## config.mk

```make
export PLATFORM = sky130hd
export DESIGN_NAME = apb_slave_responder
export DESIGN_NICKNAME = d
export VERILOG_FILES = /design/src/rtl/apb_slave_responder.sv
export SDC_FILE = /design/constraint.sdc
export NUM_CORES = 1
export LEC_CHECK = 0
export ABC_AREA = 1
export BUFFER_PORTS_ARGS = -buffer_cell sky130_fd_sc_hd__buf_4
export CORE_ASPECT_RATIO = 1.25
export CORE_MARGIN = 2
export CORE_UTILIZATION = 45
export CTS_CLUSTER_DIAMETER = 150
export DETAILED_ROUTE_END_ITERATION = 12
export GPL_ROUTABILITY_DRIVEN = 0
export RECOVER_POWER = 100
export SETUP_SLACK_MARGIN = 0.1
export SLEW_MARGIN = 20
export SYNTH_ARGS = -nofsm -noshare
export SYNTH_HDL_FRONTEND = slang
export SYNTH_SLANG_ARGS = --single-unit
```

## constraint.sdc

```tcl
create_clock -name pclk -period 27.7 [get_ports pclk]
set_clock_uncertainty 0.05 [all_clocks]
set_input_delay 8.31 -clock pclk [delete_from_list [all_inputs] [get_ports pclk]]
set_output_delay 8.31 -clock pclk [all_outputs]
set_load 0.1 [all_outputs]
```

## src/rtl/apb_slave_responder.sv

```systemverilog
// APB4 completer: a bank of 32-bit registers behind a run-time programmable
// wait-state counter, flagging misaligned/out-of-range accesses with pslverr.
module apb_slave_responder #(
  parameter int ADDR_WIDTH = 32,
  parameter int DATA_WIDTH = 32,
  parameter int NO_OF_REGS = 16
) (
  input  logic                    pclk,
  input  logic                    preset,
  input  logic                    psel,
  input  logic                    penable,
  input  logic                    pwrite,
  input  logic [ADDR_WIDTH-1:0]   paddr,
  input  logic [DATA_WIDTH-1:0]   pwdata,
  input  logic [DATA_WIDTH/8-1:0] pstrb,
  input  logic [3:0]              wait_cycles,
  output logic [DATA_WIDTH-1:0]   prdata,
  output logic                    pready,
  output logic                    pslverr
);
  localparam int NBYTES = DATA_WIDTH / 8;
  localparam int IDXW   = (NO_OF_REGS > 1) ? $clog2(NO_OF_REGS) : 1;

  typedef enum logic {IDLE, ACCESS} state_t;

  state_t                  state, state_nxt;
  logic [3:0]              cnt, cnt_nxt;
  logic                    err, err_nxt;
  logic [IDXW-1:0]         idx, idx_nxt;
  logic [ADDR_WIDTH-3:0]   word;
  logic                    addr_err;
  logic                    setup;
  logic                    wr_en;
  logic [NO_OF_REGS-1:0][NBYTES-1:0][7:0] regs;

  assign word     = paddr[ADDR_WIDTH-1:2];
  assign addr_err = (paddr[1:0] != 2'b00) || (word >= (ADDR_WIDTH-2)'(NO_OF_REGS));
  assign setup    = psel && !penable;

  always_ff @(posedge pclk or posedge preset) begin
    if (preset) begin
      state <= IDLE;
      cnt   <= '0;
      err   <= 1'b0;
      idx   <= '0;
    end else begin
      state <= state_nxt;
      cnt   <= cnt_nxt;
      err   <= err_nxt;
      idx   <= idx_nxt;
    end
  end

  // A setup phase seen in ACCESS restarts the transfer rather than being dropped.
  always_comb begin
    state_nxt = state;
    cnt_nxt   = cnt;
    err_nxt   = err;
    idx_nxt   = idx;
    case (state)
      IDLE: begin
        if (setup) begin
          state_nxt = ACCESS;
          cnt_nxt   = wait_cycles;
          err_nxt   = addr_err;
          idx_nxt   = word[IDXW-1:0];
        end
      end
      ACCESS: begin
        if (!psel) begin
          state_nxt = IDLE;
        end else if (!penable) begin
          cnt_nxt = wait_cycles;
          err_nxt = addr_err;
          idx_nxt = word[IDXW-1:0];
        end else if (cnt != 4'd0) begin
          cnt_nxt = cnt - 4'd1;
        end else begin
          state_nxt = IDLE;
        end
      end
    endcase
  end

  assign pready  = (state == ACCESS) && psel && penable && (cnt == 4'd0);
  assign pslverr = pready && err;
  assign wr_en   = pready && pwrite && !err;
  assign prdata  = (pready && !pwrite && !err) ? regs[idx] : '0;

  for (genvar r = 0; r < NO_OF_REGS; r++) begin : g_reg
    for (genvar b = 0; b < NBYTES; b++) begin : g_byte
      always_ff @(posedge pclk or posedge preset) begin
        if (preset)
          regs[r][b] <= '0;
        else if (wr_en && (idx == IDXW'(r)) && pstrb[b])
          regs[r][b] <= pwdata[8*b +: 8];
      end
    end
  end

endmodule

```

[After elaboration in Yosys (flattened, before gate mapping)]
Index checks and enable logic that the tools add are counted.
Storage, ports and cells
  output and inout bits: 34
  bits of input ports: 77
  bits in registers: 522
  word-level logic and storage cells: 211
Operators by class
  multiplexer cells: 21
  order comparisons: 2
  add/sub/neg operators: 1
  reductions and logical operators: 99
  bitwise logic cells: 1
  equality and inequality tests: 19
Operators by type and width (count)
  $bmux W32 S4: 1
  $logic_and A1 B1 Y1: 89
  $mux W32: 2
  $eq A4 B4 Y1 const B: 8
  $ge A30 B5 Y1 const B: 1
  $mux W4: 7
  $eq A4 B3 Y1 const B: 4
  $pmux W4 S2: 2
  $eq A4 B2 Y1 const B: 2
  $logic_not A4 Y1: 2
  $mux W1: 7
  $ne A2 B2 Y1 const B: 3
  $reduce_and A3 Y1: 2
  $lt A4 B5 Y1 const B: 1
  $eq A4 B1 Y1 const B: 1
  $pmux W1 S2: 2
  $reduce_bool A4 Y1: 1
  $sub A4 B1 Y4 const B: 1
  $logic_not A1 Y1: 3
  $ne A3 B2 Y1 const B: 1
  $reduce_bool A2 Y1: 1
  $logic_or A1 B1 Y1: 1
  $not A1 Y1: 1

[Longest topological paths before layout]
Gate-level depths: netlist of run 1.
  depth in word-level cells: 7
  mapped depth: 12
  depth with buffers taken out: 9

[Worst setup path before layout of run 1]
Ideal clock, no wire load.
  path type: input -> output
  start: input port psel
  end: output port prdata[17]
  stages on the path: 7
  path slack: 8913 ps
  arrival: 10427 ps
  cells stage by stage: nand2_1 > inv_1 > nand4_2 > nor2_1 > clkbuf_1 > nand3_1 > nor2_1
Between the ends
  longest elaborated chain between the ends: 6
RTL lines
  from (decl): RTL line 10  | input logic psel,
  $logic_and A1 B1 Y1 (3 in series): RTL line 85  | assign pready = (state == ACCESS) && psel && penable && (cnt == 4'd0);
  $logic_and A1 B1 Y1 (2 in series): RTL line 88  | assign prdata = (pready && !pwrite && !err) ? regs[idx] : '0;
  $mux W32: RTL line 88
  to (decl): RTL line 17  | output logic [DATA_WIDTH-1:0] prdata,
Every way passes these cells.

[Final worst setup path of run 1]
  start: input port psel
  end: output port prdata[22]
The elaborated chain is that of the path after synthesis.

==> results of run 1 <==
-- state kept, by name, indices dropped and copies added, names as in the netlist --
name   count
regs     512
idx        4
err        1
state      1
cnt        4
-- per-layer routing --
| metal | part of all wire | vias up | global-route usage |
|---|---|---|---|
| li1 | - | 11900 | - |
| met1 | 0.44 | 12300 | 0.421 |
| met2 | 0.48 | 818 | 0.487 |
| met3 | 0.053 | 137 | 0.0341 |
| met4 | 0.026 | 0 | 0.0809 |
| met5 | 0 | - | 0 |
-- worst paths after layout --
path | cells past startpoint | slack, ps | end
setup reg to reg | 8 | 15890 | regs[491]$_DFFE_PP0P_
max in group asynchronous | 5 | 8530 | regs[285]$_DFFE_PP0P_
setup / recovery | 8 | 6910 | prdata[22]
hold / removal | 2 | 420 | regs[276]$_DFFE_PP0P_
hold reg to reg | 2 | 420 | regs[276]$_DFFE_PP0P_
min in group asynchronous | 2 | 9030 | regs[360]$_DFFE_PP0P_
-- worst max-delay path, cell delays in order --
cell and delay, ps:
clkbuf_4 100, nand2_1 40, inv_1 70, nand4_1 160, nor2_1 2420, nand3_1 220, nor2_1 180, clkbuf_1 890
-- power breakdown --
group | switching (uW) | total, uW | internal, uW | leakage [uW]
registers | 2.51 | 768 | 765 | 0.00727
logic | 225 | 289 | 63.5 | 0.00781
clock network | 323 | 778 | 455 | 0.000927
total | 551 | 1830 | 1280 | 0.0160
-- kinds of logic after synthesis --
logic type,share of synthesized area
AO/OA/AOI/OAI,0.00671
adder cells (fa/ha/maj),0.000925
AND/OR/NAND/NOR,0.439
buffers and inverters,0.0703
flip-flops,0.483
-- through the flow --
stage | area (um2) | utilization | cells
floorplan | 27100 | - | 3722
global placement | 27800 | 0.467 | 4328
detailed placement | 27800 | 0.467 | 4328
CTS | 29700 | 0.498 | 4429
global route | 29400 | 0.494 | 4429
finish | 29400 | 0.494 | 4429
-- cells in the final DEF, fill, tap and decap left out --
master / netlist / routed
o211ai_1: 1 / 1
clkinvlp_4: 0 / 3
dfrtp_1: 522 / 521
clkinv_2: 0 / 10
a22oi_1: 1 / 1
a21oi_1: 1 / 1
clkbuf_1: 150 / 56
nand2_1: 1431 / 1431
o21ai_0: 31 / 31
clkbuf_4: 0 / 2
and2_0: 1 / 1
ha_1: 2 / 2
clkbuf_16: 0 / 57
buf_4: 30 / 107
clkbuf_8: 0 / 16
inv_1: 104 / 103
nand3_1: 97 / 97
dfrtp_2: 0 / 1
bufinv_16: 0 / 4
inv_4: 1 / 1
nor2_1: 656 / 654
nor2_4: 11 / 19
o22ai_1: 1 / 1
clkinv_1: 1 / 1
inv_2: 1 / 1
clkinvlp_2: 0 / 1
nand4_1: 536 / 537
nand2_4: 1 / 4
-- final cells by class --
type                       count  area, um2  area share
inverter                     107        405      0.0138
sequential                   522      13100       0.444
clock inverter                17        193     0.00655
timing repair buffer         154        987      0.0335
multi-input combinational   2780      12100       0.413
tap                          765        957      0.0325
clock buffer                  84       1690      0.0573
==> results.cfg, run 1 <==
[status]
status = complete, but fails checks
violations = capacitance limit, slew limit

[drt]
drt-total-wl_um = 92600
vias = 25200
viasPerCell = 5.68
drtIter0Drc = 3004
drc = 0
drtAntennaViolNets = 0
routedWlPerCell_um = 20.9
firstDrtPassIters = 6

[die]
die_w_um = 223
core-area_um2 = 59600
ioPinCount = 111
start_util = 0.454
die_h_um = 278
row_count = 100
dieArea_um2 = 62100

[cts]
clockBufferDepth = 3
clock-root-buffer = clkbuf_16
cts_tree = built
cts-htree-levels = 2
post_cts_buffers = 0
clock_sinks = 522
cts_made_buffers = 55
cts_hold_buf = 0
cts_resized = 0
clock_latency_ps = 610
cts.clk_slew.worst_paths_ps = 60

[synthesis]
synth_cell_types = 27
synth_area_leaders = dfrtp_1 48%, nand2_1 20%, nand4_1 12%, nor2_1 9.1%, clkbuf_1 2.1%
syn-instance-count = 3722
yosys_warnings = 0
ys_seq_area_frac = 0.483
ys_ff_latch = 522
synth_area_um2 = 27100
synth_area_leader_cell = dfrtp_1
yosys.area.top_type_share = 0.483
synth-edff-count = 0
postSynthAreaPerCell_um2 = 7.27
synthFlopType = dfrtp_1
synth_nets = 3801
synth_common_cells = 1431 x nand2_1, 656 x nor2_1, 536 x nand4_1
yosysMostFrequentCell = nand2_1
async_flop_share = 1.00

[sta]
period_needed_ps = 20790
finalSetupTns_ps = 0
tightest_slew_ps = 8210
setup_violations = 0
grt_setup_unrepaired = no
finalCritPeriodShare = 0.751
timing.hold.ws_ps = 421
report.final.slew_viol_count = 1533
hold_viol_final = 0
fin_ws_ps = 6910
fmax_ghz = 0.0481
slew_headroom = -4.47

[power_and_ir_drop]
p_per_area_nw_per_um2 = 62.3
vdd_ir_drop_max_uv = 36.5
power_leakage_uw = 0.0160
finalPower_uw = 1830

[global_route]
antenna_found_initial = 0
gr-usage-all-layers = 0.298
grt_first_pass_wirelength_um = 145000
grt_pass1_vias = 23900
globalRoute.totalOverflow = 0
grt_start_max_net_pins = 179

[cells_and_area]
area_delta_synth_final_pct = 8.82
fill_cells = 5985
fin_nets = 3699
antenna_cells = 0
drive_gt1_frac = 0.0617

[critical_path]
cp-start-kind = input pin
crit_fanout = 32
r2r_start = cnt[0]$_DFFE_PP0P_
cp_data_arrival_time_ps = 12430
critPathCaptureType = output port
startpoint = psel
critPathRequiredTime_ps = 19340
crit_type = input pin to output port

[min_path]
min_from = regs[276]$_DFFE_PP0P_
hold_class = register to register

[flow_run]
timing.max_cap.violations = 14

[placement]
io_buffers = 110
place.detailed.hpwl_um = 53800
dp_slack_ps = 9100
(Power assumes the default switching activity.)
==> run 2, diff against run 1 <==
- clock period: 27.7 -> 21.8 ns (I/O delays scaled with it)
==> results.cfg, run 2 (synthesis gave the netlist of run 1 again) <==
[status]
status = complete, but fails checks
violations = capacitance limit, slew limit

[cts]
clock_latency_ps = 610
cts-htree-levels = 2
clock_sinks = 522
cts_made_buffers = 55
post_cts_buffers = 0
cts.clk_slew.worst_paths_ps = 60
cts_resized = 0
cts_hold_buf = 0
clock-root-buffer = clkbuf_16
clockBufferDepth = 3
cts_tree = built

[cells_and_area]
drive_gt1_frac = 0.0617
top_regs = regs: 512 flops, cnt: 4 flops, idx: 4 flops
area_delta_synth_final_pct = 8.85
regMostFlops = regs
largest_reg_flops = 512
final_common_cell = nand2_1
final_cell_mix = 1431 x nand2_1, 653 x nor2_1, 537 x nand4_1, 521 x dfrtp_1, 107 x buf_4
fin_nets = 3697

[sta]
period_needed_ps = 17450
report.final.slew_viol_count = 921
fmax_ghz = 0.0573
tightest_slew_ps = 7640
slew_headroom = -4.10
setup_violations = 0
finalCritPeriodShare = 0.801
timing.hold.ws_ps = 420
finalSetupTns_ps = 0
hold_viol_final = 0
grt_setup_unrepaired = no

[critical_path]
crit_type = input pin to output port
cp_slowest_cell = nor2_1
reg2reg_setup_slack_ps = 9850
crit_fanout = 32
cp-start-kind = input pin
critPathRequiredTime_ps = 15210
path_cells = clkbuf_4, nand2_1, inv_1, nand4_1, nor2_1, nand2_1, nor2_1, clkbuf_1
critPathCaptureType = output port
cp_data_arrival_time_ps = 10860
slowest_delay_ps = 2520

[power_and_ir_drop]
vdd_ir_drop_max_uv = 48.8
p_per_area_nw_per_um2 = 78.9
seqPwrFrac = 0.420
pwr-share-clk = 0.423
intPower_uw = 1620
power_switching_uw = 702
power_leakage_uw = 0.0160
p_comb_frac = 0.157
p_sw_frac = 0.302

[drt]
routedWlPerCell_um = 20.8
drc = 0
firstDrtPassIters = 6
drtAntennaViolNets = 0
vias = 25100
viasPerCell = 5.67
drtIter0Drc = 2828
drt-total-wl_um = 92000

[placement]
place.detailed.hpwl_um = 52700
io_buffers = 110

[die]
die_h_um = 278
die_w_um = 223
dieArea_um2 = 62100
start_util = 0.454
row_count = 100
ioPinCount = 111
core-area_um2 = 59600

[global_route]
globalRoute.totalOverflow = 0
grt_busiest_layer = met2
gr-usage-all-layers = 0.293
grt_util_met2 = 0.482
grt_pass1_vias = 23600
grt_first_pass_wirelength_um = 143000
grt_start_max_net_pins = 198
grtUsageMet3 = 0.0372
grtUsageMet1 = 0.404
antenna_found_initial = 1

[min_path]
hold_class = register to register

[flow_run]
timing.max_cap.violations = 9
[run 2: path summary, 6_finish.rpt]
check / depth (start not counted) / start / endpoint
min in group asynchronous: 2 / preset / regs[328]$_DFFE_PP0P_
setup reg to reg: 9 / cnt[0]$_DFFE_PP0P_ / regs[459]$_DFFE_PP0P_
setup / recovery: 8 / psel / prdata[7]
max in group asynchronous: 4 / preset / regs[380]$_DFFE_PP0P_
hold / removal: 2 / regs[135]$_DFFE_PP0P_ / regs[135]$_DFFE_PP0P_
hold reg to reg: 2 / regs[135]$_DFFE_PP0P_ / regs[135]$_DFFE_PP0P_
[run 2: power groups by stage]
stage | Sequential [uW] | Clock [uW] | Combinational, uW
after floorplan | 992 | 0 | 229
after global placement | 993 | 0 | 366
after detailed placement | 993 | 0 | 363
after CTS | 975 | 993 | 364
after global routing | 976 | 1030 | 397
final | 976 | 983 | 365
[run 2: worst max-delay path, delay by kind of cell]
kind	cells	cell delay, ps
buffers and inverters	3	1040
AND/OR/NAND/NOR	5	3230
[run 2: through the flow]
| stage | instances | utilization | setup slack [ps] | power, uW | instance area (um2) |
|---|---|---|---|---|---|
| 2_1_floorplan | 3722 | - | 627 | 1220 | 27100 |
| 3_3_place_gp | 4326 | 0.466 | 6830 | 1360 | 27800 |
| 3_5_place_dp | 4326 | 0.466 | 6750 | 1360 | 27800 |
| 4_1_cts | 4426 | 0.497 | 6740 | 2330 | 29600 |
| 5_1_grt | 4426 | 0.494 | 3690 | 2410 | 29400 |
| 6_report | 4428 | 0.494 | 4350 | 2320 | 29400 |
[run 2: layout make-up]
class	count	area, um2
clock buffers	87	1710
diodes	2	5.00
multi-input cells	2780	12200
flip-flops and latches	522	13100
clock inverters	13	143
repair buffers	152	1010
fillers	6052	30100
inverters	107	405
well taps	765	957
[run 2: metal layers]
metal | routed length (um) | up-vias
met5 | 0 | -
met2 | 44000 | 890
li1 | - | 11900
met3 | 5430 | 166
met4 | 2930 | 0
met1 | 39600 | 12100
